File: src/rtl/mem_wb_stage.sv
// MEM/WB pipeline register with writeback mux and load alignment; drives the register-file write port.
// Optional retired-instruction counter enabled by defining MEM_WB_PERF_CNT_EN.
module mem_wb_stage #(
    parameter int CNT_WIDTH = 64
) (
    input  logic                 clk,
    input  logic                 rst,
    input  logic                 stall,
    input  logic                 flush,
    input  logic                 mem_valid,
    input  logic                 mem_regwrite,
    input  logic [4:0]           mem_rd,
    input  logic [1:0]           mem_wbsel,
    input  logic [2:0]           mem_funct3,
    input  logic [31:0]          mem_alu_out,
    input  logic [31:0]          mem_rdata,
    input  logic [31:0]          mem_pc,
    input  logic [31:0]          mem_u_imm,
    output logic                 wb_valid,
    output logic                 rf_load,
    output logic [4:0]           rf_dest,
    output logic [31:0]          rf_in,
    output logic [CNT_WIDTH-1:0] instret
);

    logic        r_valid;
    logic        r_regwrite;
    logic [4:0]  r_rd;
    logic [1:0]  r_wbsel;
    logic [2:0]  r_funct3;
    logic [31:0] r_alu_out;
    logic [31:0] r_rdata;
    logic [31:0] r_pc;
    logic [31:0] r_u_imm;

    // Flush wins over stall so a simultaneous request always yields a bubble.
    always_ff @(posedge clk or negedge rst) begin
        if (!rst) begin
            r_valid    <= 1'b0;
            r_regwrite <= 1'b0;
            r_rd       <= '0;
            r_wbsel    <= '0;
            r_funct3   <= '0;
            r_alu_out  <= '0;
            r_rdata    <= '0;
            r_pc       <= '0;
            r_u_imm    <= '0;
        end else if (flush) begin
            r_valid    <= 1'b0;
            r_regwrite <= 1'b0;
            r_rd       <= '0;
            r_wbsel    <= '0;
            r_funct3   <= '0;
            r_alu_out  <= '0;
            r_rdata    <= '0;
            r_pc       <= '0;
            r_u_imm    <= '0;
        end else if (!stall) begin
            r_valid    <= mem_valid;
            r_regwrite <= mem_regwrite;
            r_rd       <= mem_rd;
            r_wbsel    <= mem_wbsel;
            r_funct3   <= mem_funct3;
            r_alu_out  <= mem_alu_out;
            r_rdata    <= mem_rdata;
            r_pc       <= mem_pc;
            r_u_imm    <= mem_u_imm;
        end
    end

    logic [7:0]  w_bytes [4];
    logic [1:0]  w_off;
    logic [7:0]  w_byte;
    logic [15:0] w_half;
    logic [31:0] w_load;
    logic [31:0] w_sel;

    for (genvar gi = 0; gi < 4; gi++) begin : g_bytes
        assign w_bytes[gi] = r_rdata[8*gi +: 8];
    end

    assign w_off  = r_alu_out[1:0];
    assign w_byte = w_bytes[w_off];
    assign w_half = w_off[1] ? r_rdata[31:16] : r_rdata[15:0];

    always_comb begin
        w_load = r_rdata;
        case (r_funct3)
            3'b000:  w_load = {{24{w_byte[7]}}, w_byte};
            3'b100:  w_load = {24'h0, w_byte};
            3'b001:  w_load = {{16{w_half[15]}}, w_half};
            3'b101:  w_load = {16'h0, w_half};
            default: w_load = r_rdata;
        endcase
    end

    always_comb begin
        w_sel = r_alu_out;
        case (r_wbsel)
            2'b00:   w_sel = r_alu_out;
            2'b01:   w_sel = w_load;
            2'b10:   w_sel = r_pc + 32'd4;
            default: w_sel = r_u_imm;
        endcase
    end

    assign wb_valid = r_valid;
    assign rf_dest  = r_rd;
    assign rf_load  = r_valid & r_regwrite & (r_rd != 5'd0);
    assign rf_in    = r_valid ? w_sel : 32'h0;

`ifdef MEM_WB_PERF_CNT_EN
    logic [CNT_WIDTH-1:0] r_instret;

    // An entry retires on the edge it leaves the stage, so held cycles are not recounted.
    always_ff @(posedge clk or negedge rst) begin
        if (!rst) begin
            r_instret <= '0;
        end else if (r_valid && !stall && !flush) begin
            r_instret <= r_instret + {{(CNT_WIDTH-1){1'b0}}, 1'b1};
        end
    end

    assign instret = r_instret;
`else
    assign instret = '0;
`endif

endmodule

File: config.mk
export PLATFORM = sky130hd
export DESIGN_NAME = mem_wb_stage
export DESIGN_NICKNAME = d
export VERILOG_FILES = /design/src/rtl/mem_wb_stage.sv
export SDC_FILE = /design/constraint.sdc
export NUM_CORES = 1
export LEC_CHECK = 0
export CORE_UTILIZATION = 51
export CTS_CLUSTER_SIZE = 20
export DETAILED_ROUTE_END_ITERATION = 7
export DONT_BUFFER_PORTS = 1
export MAX_ROUTING_LAYER = met4
export PLACE_DENSITY = 0.67
export SYNTH_ARGS = -nofsm -noshare
export SYNTH_HDL_FRONTEND = slang
export SYNTH_SLANG_ARGS = --single-unit
File: constraint.sdc
create_clock -name clk -period 2.9 [get_ports clk]
set_clock_uncertainty 0.1 [all_clocks]
set_input_delay 0.87 -clock clk [delete_from_list [all_inputs] [get_ports clk]]
set_output_delay 0.87 -clock clk [all_outputs]
set_load 0.01 [all_outputs]
# Yosys cells after proc, flatten, opt, wreduce, memory -nomap -nowiden
# Cells that the tools add are included.
[op_classes] n_addsub=1 order_cmp=1 eq_ne=6 n_mux=25 n_bitwise=3 n_reduce_logical=3
[op_table] operator="32-bit 2-to-1 mux" n=9
[op_table] operator="32-bit one-hot mux with 4 select lines" n=1
[op_table] operator="32-bit one-hot mux with 3 select lines" n=1
[op_table] operator="32-bit by 3-bit adder with 32-bit output (second input constant)" n=1
[op_table] operator="8-bit binary-select mux with 2-bit select" n=1
[op_table] operator="16-bit 2-to-1 mux" n=1
[op_table] operator="8-bit 2-to-1 mux" n=2
[op_table] operator="5-bit 2-to-1 mux" n=2
[op_table] operator="3-bit == test (second input constant)" n=2
[op_table] operator="3-bit 2-to-1 mux" n=2
[op_table] operator="5-bit nonzero test" n=1
[op_table] operator="1-bit 2-to-1 mux" n=4
[op_table] operator="2-bit 2-to-1 mux" n=2
[op_table] operator="3-bit by 1-bit == test with 1-bit output (second input constant)" n=1
[op_table] operator="3-bit >= comparator (second input constant)" n=1
[op_table] operator="3-bit zero test" n=1
[op_table] operator="2-bit NOT with 3-bit output" n=1
[op_table] operator="1-bit AND" n=2
[op_table] operator="2-bit by 1-bit == test with 1-bit output (second input constant)" n=1
[op_table] operator="2-bit == test (second input constant)" n=1
[op_table] operator="2-bit zero test" n=1
[op_table] operator="2-bit by 1-bit inequality test with 1-bit output (second input constant)" n=1
[totals] ff_bits=140 in_bits=144 output_inout_bits=103 elab_cells=48

# Depth between registers and ports, before layout
# Gate-level depths: netlist (run 1).
[depth] ltp_word=7 ltp_mapped=8 mapped_depth_nobuf=6

# Worst setup path after synthesis (run 1)
# OpenSTA, ideal clock, no wires.
[synth_timing] kind="register to output" startpoint="reg r_alu_out[1]" endpoint="out rf_in[22]" arrival_time_ns=1.812 required_ns=1.930 path_slack_ns=0.118 stages_incl_launch_ff=7 path_buffers=1 cell_sequence="dfrtp_1 > buf_2 > mux2_2 > a22oi_1 > a21oi_1 > a222oi_1 > o22ai_1"
[synth_between] elab_chain_cells=7 elab_cells_between_ends=8 cone_classes="7 x mux; 1 x bitwise"
[synth_lines] item="start: declaration" line_no="31" rtl="logic [31:0] r_alu_out;"
[synth_lines] item="start signal: assignment" line_no="64" rtl="r_alu_out <= mem_alu_out;"
[synth_lines] item="2-bit NOT with 3-bit output (not written as such)" line_no="83" rtl="assign w_byte = w_bytes[w_off];"
[synth_lines] item="8-bit binary-select mux with 2-bit select" line_no="83"
[synth_lines] item="8-bit 2-to-1 mux (not written as such) (2 in a row)" line_no="83"
[synth_lines] item="32-bit one-hot mux with 4 select lines *" line_no="88" rtl="case (r_funct3)"
[synth_lines] item="32-bit one-hot mux with 3 select lines *" line_no="99" rtl="case (r_wbsel)"
[synth_lines] item="32-bit 2-to-1 mux *" line_no="110" rtl="assign rf_in = r_valid ? w_sel : 32'h0;"
[synth_lines] item="end: declaration" line_no="22" rtl="output logic [31:0] rf_in,"
# Mark *: on every way between the ends. The rest lies on a longest branch, timed or not. The select of a mux whose other input is x is not followed.

# Final worst setup path (run 1)
[layout_timing] startpoint="reg r_pc[2]" endpoint="out rf_in[31]"
[layout_between] elab_chain_cells=3
[layout_lines] item="start: declaration" line_no="33" rtl="logic [31:0] r_pc;"
[layout_lines] item="start signal: assignment" line_no="66" rtl="r_pc <= mem_pc;"
[layout_lines] item="32-bit by 3-bit adder with 32-bit output" line_no="102" rtl="2'b10: w_sel = r_pc + 32'd4;"
[layout_lines] item="32-bit one-hot mux with 3 select lines" line_no="99"
[layout_lines] item="32-bit 2-to-1 mux" line_no="110"
# No other way between the ends.

==> results of run 1 <==
[state kept, by name (all words and copies together) (netlist names)]
signal / flops
r_rdata: 32
r_pc: 32
wb_valid: 1
r_funct3: 3
r_alu_out: 32
r_regwrite: 1
r_u_imm: 32
r_wbsel: 2
rf_dest: 5
[critical path, delay by kind of cell, from the launching register on]
family          cells  cell delay (ns)
compound gates      1             0.09
simple gates        3             0.69
xor+xnor            1             0.16
buf+inv             4             0.49
flops               1             0.39
[Yosys cell counts (6+ instances only)]
cell and instances:
nor2_1 163, mux2i_1 147, dfrtp_1 140, buf_4 66, o21ai_0 41, clkbuf_1 40, a21oi_1 38, nand2_1 33
inv_1 15, nand3_1 15, buf_2 14, xnor2_1 13, o22ai_1 11, nand2b_1 10, o211ai_1 10, nor3_1 9
buf_1 8, a22oi_1 7, a31oi_1 7, nand4_1 7, o21ai_1 7, o31a_1 6
[repair_timing]
item | 4_1_cts | 5_1_grt
setup buffers | 6 | 22
pin swaps | 30 | 31
resized for setup | 63 | 50
cloned | 3 | 0
endpoints found under the setup margin | 32 | 32
[cells by family after synthesis]
| group | count (synthesis) |
|---|---|
| other cells | 1 |
| fa+ha+maj | 1 |
| buf+inv | 146 |
| xor+xnor | 16 |
| flops | 140 |
| compound gates | 162 |
| simple gates | 271 |
| mux | 157 |
[power breakdown]
group,internal [W],leakage (nW),switching [W]
Sequential,0.00206,1.85,0.000115
Combinational,0.000336,2.62,0.000359
Clock,0.00142,0.305,0.000923
Total,0.00382,4.78,0.00140
[through the flow]
step | setup WS [ns] | util | area [um^2] | power (W)
after floorplan | 0.118 | - | 8630 | 0.00271
after global placement | -0.0778 | 0.550 | 8800 | 0.00278
after detailed placement | -0.128 | 0.550 | 8800 | 0.00279
after CTS | -0.325 | 0.612 | 9800 | 0.00518
after global routing | -0.413 | 0.636 | 10200 | 0.00539
final | -0.326 | 0.636 | 10200 | 0.00522
[area by class of cell]
class,count,area [um^2]
Tap cell,216,270
Multi-Input combinational cell,672,4710
Clock inverter,13,180
Timing Repair Buffer,110,983
Sequential cell,140,3510
Clock buffer,19,453
Fill cell,1336,5830
Inverter,16,65.1
[layer usage]
| metal | vias to the layer above | global-route usage |
|---|---|---|
| met2 | 305 | 0.481 |
| met4 | 0 | 0.0930 |
| met1 | 3376 | 0.388 |
| li1 | 3162 | - |
| met5 | - | - |
| met3 | 37 | 0.0763 |
[path summary, 6_finish.rpt]
| path | startpoint | end | slack [ns] | depth (start not counted) |
|---|---|---|---|---|
| max in group asynchronous | rst | r_pc[21] | 2.52 | 0 |
| worst max-delay path | r_pc[2] | rf_in[31] | -0.33 | 9 |
| worst min-delay path | rst | rf_dest[3] | 0.03 | 0 |
| worst min register to register | r_u_imm[4] | r_u_imm[4] | 0.42 | 2 |
| min in group clk | flush | r_pc[4] | 0.40 | 1 |
| worst max register to register | wb_valid | wb_valid | 1.69 | 3 |
==> out/results.txt, run 1 <==
Synth cell types -> 65
Req. time, crit path -> 1.93 ns
Worst endpoint data arrival time -> 2.26 ns
I/O pins -> 247
Final slew viol count -> 0
IO Port Bufs -> 0
Largest stage delay on the critical path -> 0.39 ns
Drt first pass iters -> 6
Antenna violations before repair -> 0
Crit path launch type -> flop
Clk slew on worst S/H paths -> 0.06 ns
Critical-path top delay cell -> dfrtp_1
Cells after Synth -> 894
Crit end category -> primary output
Post-Route WL -> 25000 um
Status -> finished with violations
Num rows -> 46
GRT Overall Usage -> 0.305
Worst-path fanout max -> 5
Clock Path Buffers -> 2
Core ar. -> 16000 um^2
Grt ovf -> 0
First-pass GRT wire length -> 36800 um
Die W -> 130 um
Initial DRC count -> 483
Placed Cells incl. Taps -> 1125
Fmax -> 310 MHz
Clock sink count -> 140
Top Layer Used -> met4
Pin count of the biggest net entering global routing -> 141
CTS tree -> built
Top post-synthesis cells by area -> dfrtp_1 42%, mux2i_1 18%, nor2_1 7.3%
Mux cell area share after synthesis -> 0.195
Antenna diode count -> 0
Leakage Power -> 4.78 nW
GP Congestion -> 0.925
CTS buffer count -> 17
Mapped Avg Cell Area -> 9.39 um^2
Fin crit share -> 1.11
Hold_buf cts -> 0
Commonest non-fill, non-tap cell in the layout -> nor2_1
Compound-cell area share of the yosys netlist -> 0.122
Fin Setup TNS -> -7.91 ns
CTS H-tree lvls -> 4
Synth area leader -> dfrtp_1
DP Wirelength -> 17000 um
Die Y -> 130 um
Violated checks -> negative setup slack
Drt wl/cell -> 21.1 um
Synthesized cell area -> 8400 um^2
Layout Cells excl Fill -> 1186
Cells along the critical path -> buf_4, buf_6, and3_4, and4_4, buf_6, nor4b_4, xnor2_1, o22ai_1, buf_4
Register area share after synthesis -> 0.417
Layout cells sized above 1 -> 0.237
Number of global-route vias before repair -> 6494
Worst vdd ir -> 0.464 mV
Unrepaired setup endpoints after global routing -> yes
Number of flops mapped to enable cells by yosys -> 0
Share of synthesized flip-flops with an asynchronous set or reset -> 1.00
Met2 wire length -> 12200 um
Via Count -> 6880
Metal-1 WL -> 10500 um
Hold Fails Final Rpt -> 0
Nets -> 1102
Max cap viols -> 0
Met3 wire length -> 1830 um
Top FF cell, synth -> dfrtp_1
Final setup fails -> 32
Final ANT Viol Nets -> 0
Post-route minimum period -> 3.23 ns
HP Class -> in2async
Area grow syn2layout -> 21.1%
Root Buffer -> clkbuf_16
Crit Path Class -> reg2out
PD cells -> 513 nW/um^2
Post-DR vias/cell -> 5.80
Hold WS -> 0.0319 ns
Die footprint -> 17000 um^2
Worst skew pair latency -> 0.43 ns
Largest family of logic cells by synthesized area -> multiplexers
Initial Utilization -> 0.525
Setup WS post-layout -> -0.326 ns
Synth Area in Adders -> 0.00149
Top-area cell type share of the netlist area -> 0.417
Xor/xnor share of the synthesized area -> 0.0167
DRC viols -> 0
Post-synthesis simple-gate area fraction -> 0.148
Synthesized flop and latch total -> 140
Synth warn -> 0
Commonest non-fill, non-tap cells in the layout -> 160 x nor2_1, 146 x mux2i_1, 134 x dfrtp_1
No activity file was read; power rests on OpenSTA's default activity.
==> run 2, diff against run 1 <==
--- a/config.mk
+++ b/config.mk
@@ -5,12 +5,14 @@
 export SDC_FILE = /design/constraint.sdc
 export NUM_CORES = 1
 export LEC_CHECK = 0
+export CORE_MARGIN = 5
 export CORE_UTILIZATION = 51
 export CTS_CLUSTER_SIZE = 20
 export DETAILED_ROUTE_END_ITERATION = 7
 export DONT_BUFFER_PORTS = 1
 export MAX_ROUTING_LAYER = met4
 export PLACE_DENSITY = 0.67
+export SLEW_MARGIN = 20
 export SYNTH_ARGS = -nofsm -noshare
 export SYNTH_HDL_FRONTEND = slang
 export SYNTH_SLANG_ARGS = --single-unit
==> out/results.txt, run 2 (synthesis results as in run 1) <==
Root Buffer -> clkbuf_16
Sw Pwr -> 0.00133 W
Final slew viol count -> 0
Req. time, crit path -> 1.93 ns
CTS buffer count -> 17
Clock sink count -> 140
First-pass GRT wire length -> 39400 um
IO Port Bufs -> 0
Via Count -> 6957
Finished Cell Area -> 10100 um^2
CP Buf/Inv Count -> 2
Cells along the critical path -> nand3_4, buf_6, or3_4, o41a_1, o21ai_2, a21oi_2, buf_4
DP Wirelength -> 17800 um
Crit-path leading delay family -> compound AO/OA/AOI/OAI gates
Post-DR vias/cell -> 5.85
Combinational share of power -> 0.136
Reg power frac -> 0.426
Layout Cells excl Fill -> 1189
DRC viols -> 0
Die Y -> 138 um
Internal -> 0.00379 W
GP Congestion -> 0.926
Die W -> 138 um
I/O pins -> 247
Utilization after layout -> 0.617
Post-Route WL -> 25900 um
Worst vdd ir -> 0.412 mV
Nets -> 1102
Grt ovf -> 0
PD cells -> 507 nW/um^2
Final setup fails -> 32
Unrepaired setup endpoints after global routing -> yes
Pin count of the biggest net entering global routing -> 141
Placed Area -> 8800 um^2
Fin crit share -> 1.13
Worst-Margin Slew -> 0.502 ns
Area grow syn2layout -> 20.1%
Post-route minimum period -> 3.29 ns
CTS H-tree lvls -> 4
Crit Path Class -> reg2out
Worst endpoint data arrival time -> 2.32 ns
Final ANT Viol Nets -> 0
Crit path launch type -> flop
Num rows -> 47
Status -> finished with violations
Drt wl/cell -> 21.8 um
Slew HR -> 0.662
Placed Cells incl. Taps -> 1131
HP Class -> in2async
Die footprint -> 19100 um^2
CTS tree -> built
Layout cells sized above 1 -> 0.241
Clk slew on worst S/H paths -> 0.06 ns
Power share of the clock group -> 0.438
Commonest non-fill, non-tap cells in the layout -> 160 x nor2_1, 146 x mux2i_1, 133 x dfrtp_1
Clock Path Buffers -> 2
Core ar. -> 16300 um^2
Number of global-route vias before repair -> 6784
Hold Fails Final Rpt -> 0
Initial Utilization -> 0.514
Filler Cell Count -> 1421
Switching part of the total -> 0.259
Crit end category -> primary output
Max cap viols -> 0
Initial DRC count -> 720
Fin Setup TNS -> -7.79 ns
Worst-path fanout max -> 5
Antenna violations before repair -> 1
Violated checks -> negative setup slack
Leakage Power -> 4.72 nW
Largest stage delay on the critical path -> 0.43 ns
Commonest non-fill, non-tap cell in the layout -> nor2_1
Drt first pass iters -> 5
Fmax -> 304 MHz
Critical-path top delay cell -> or3_4
Multi-input logic area -> 4720 um^2
Worst skew pair latency -> 0.42 ns
Register cell area after layout -> 3510 um^2
GRT Overall Usage -> 0.270
Setup WS post-layout -> -0.385 ns
run 2: power groups by stage:
| stage | clock network, W | logic (W) | registers (W) |
|---|---|---|---|
| final | 0.00224 | 0.000695 | 0.00218 |
| after global placement | 0 | 0.000577 | 0.00220 |
| after global routing | 0.00236 | 0.000757 | 0.00219 |
| after CTS | 0.00227 | 0.000647 | 0.00217 |
| after detailed placement | 0 | 0.000585 | 0.00220 |
| after floorplan | 0 | 0.000551 | 0.00216 |
run 2: final cells by class:
class,instances,area share
Clock buffer,20,0.0453
Timing Repair Buffer,110,0.0903
Tap cell,220,0.0273
Multi-Input combinational cell,672,0.468
Antenna cell,1,0.000248
Sequential cell,140,0.348
Clock inverter,10,0.0139
Inverter,16,0.00633
run 2: path summary, 6_finish.rpt:
check,cells after the start,start,slack (ns),end
setup / recovery,7,r_pc[17],-0.39,rf_in[25]
hold / removal,0,rst,0.04,rf_dest[2]
setup reg to reg,5,r_alu_out[0],1.64,r_alu_out[0]
hold reg to reg,2,r_u_imm[3],0.42,r_u_imm[3]
max in group asynchronous,0,rst,2.48,r_pc[24]
min in group clk,1,flush,0.40,r_u_imm[8]
run 2: repair_timing:
item | 4_1_cts | 5_1_grt
hold endpoints to repair | 0 | 0
pin swaps | 51 | 19
hold buffers | 0 | 0
resized for setup | 83 | 33
buffers inserted | 14 | 14
gates cloned | 1 | 0
setup endpoints to repair | 32 | 32
run 2: per-layer routing:
layer,vias up,global-route usage,part of all wire
met5,-,-,0
met4,0,0.0842,0.034
met3,69,0.0794,0.088
met2,373,0.407,0.47
met1,3365,0.352,0.41
li1,3150,-,-
run 2: metrics by stage:
stage	total power (W)	setup slack, ns	hold WS [ns]
2_1_floorplan	0.00271	0.118	0.380
3_3_place_gp	0.00278	-0.000157	0.397
3_5_place_dp	0.00279	-0.0523	0.410
4_1_cts	0.00509	-0.328	0.0241
5_1_grt	0.00531	-0.438	0.0153
6_report	0.00512	-0.385	0.0369
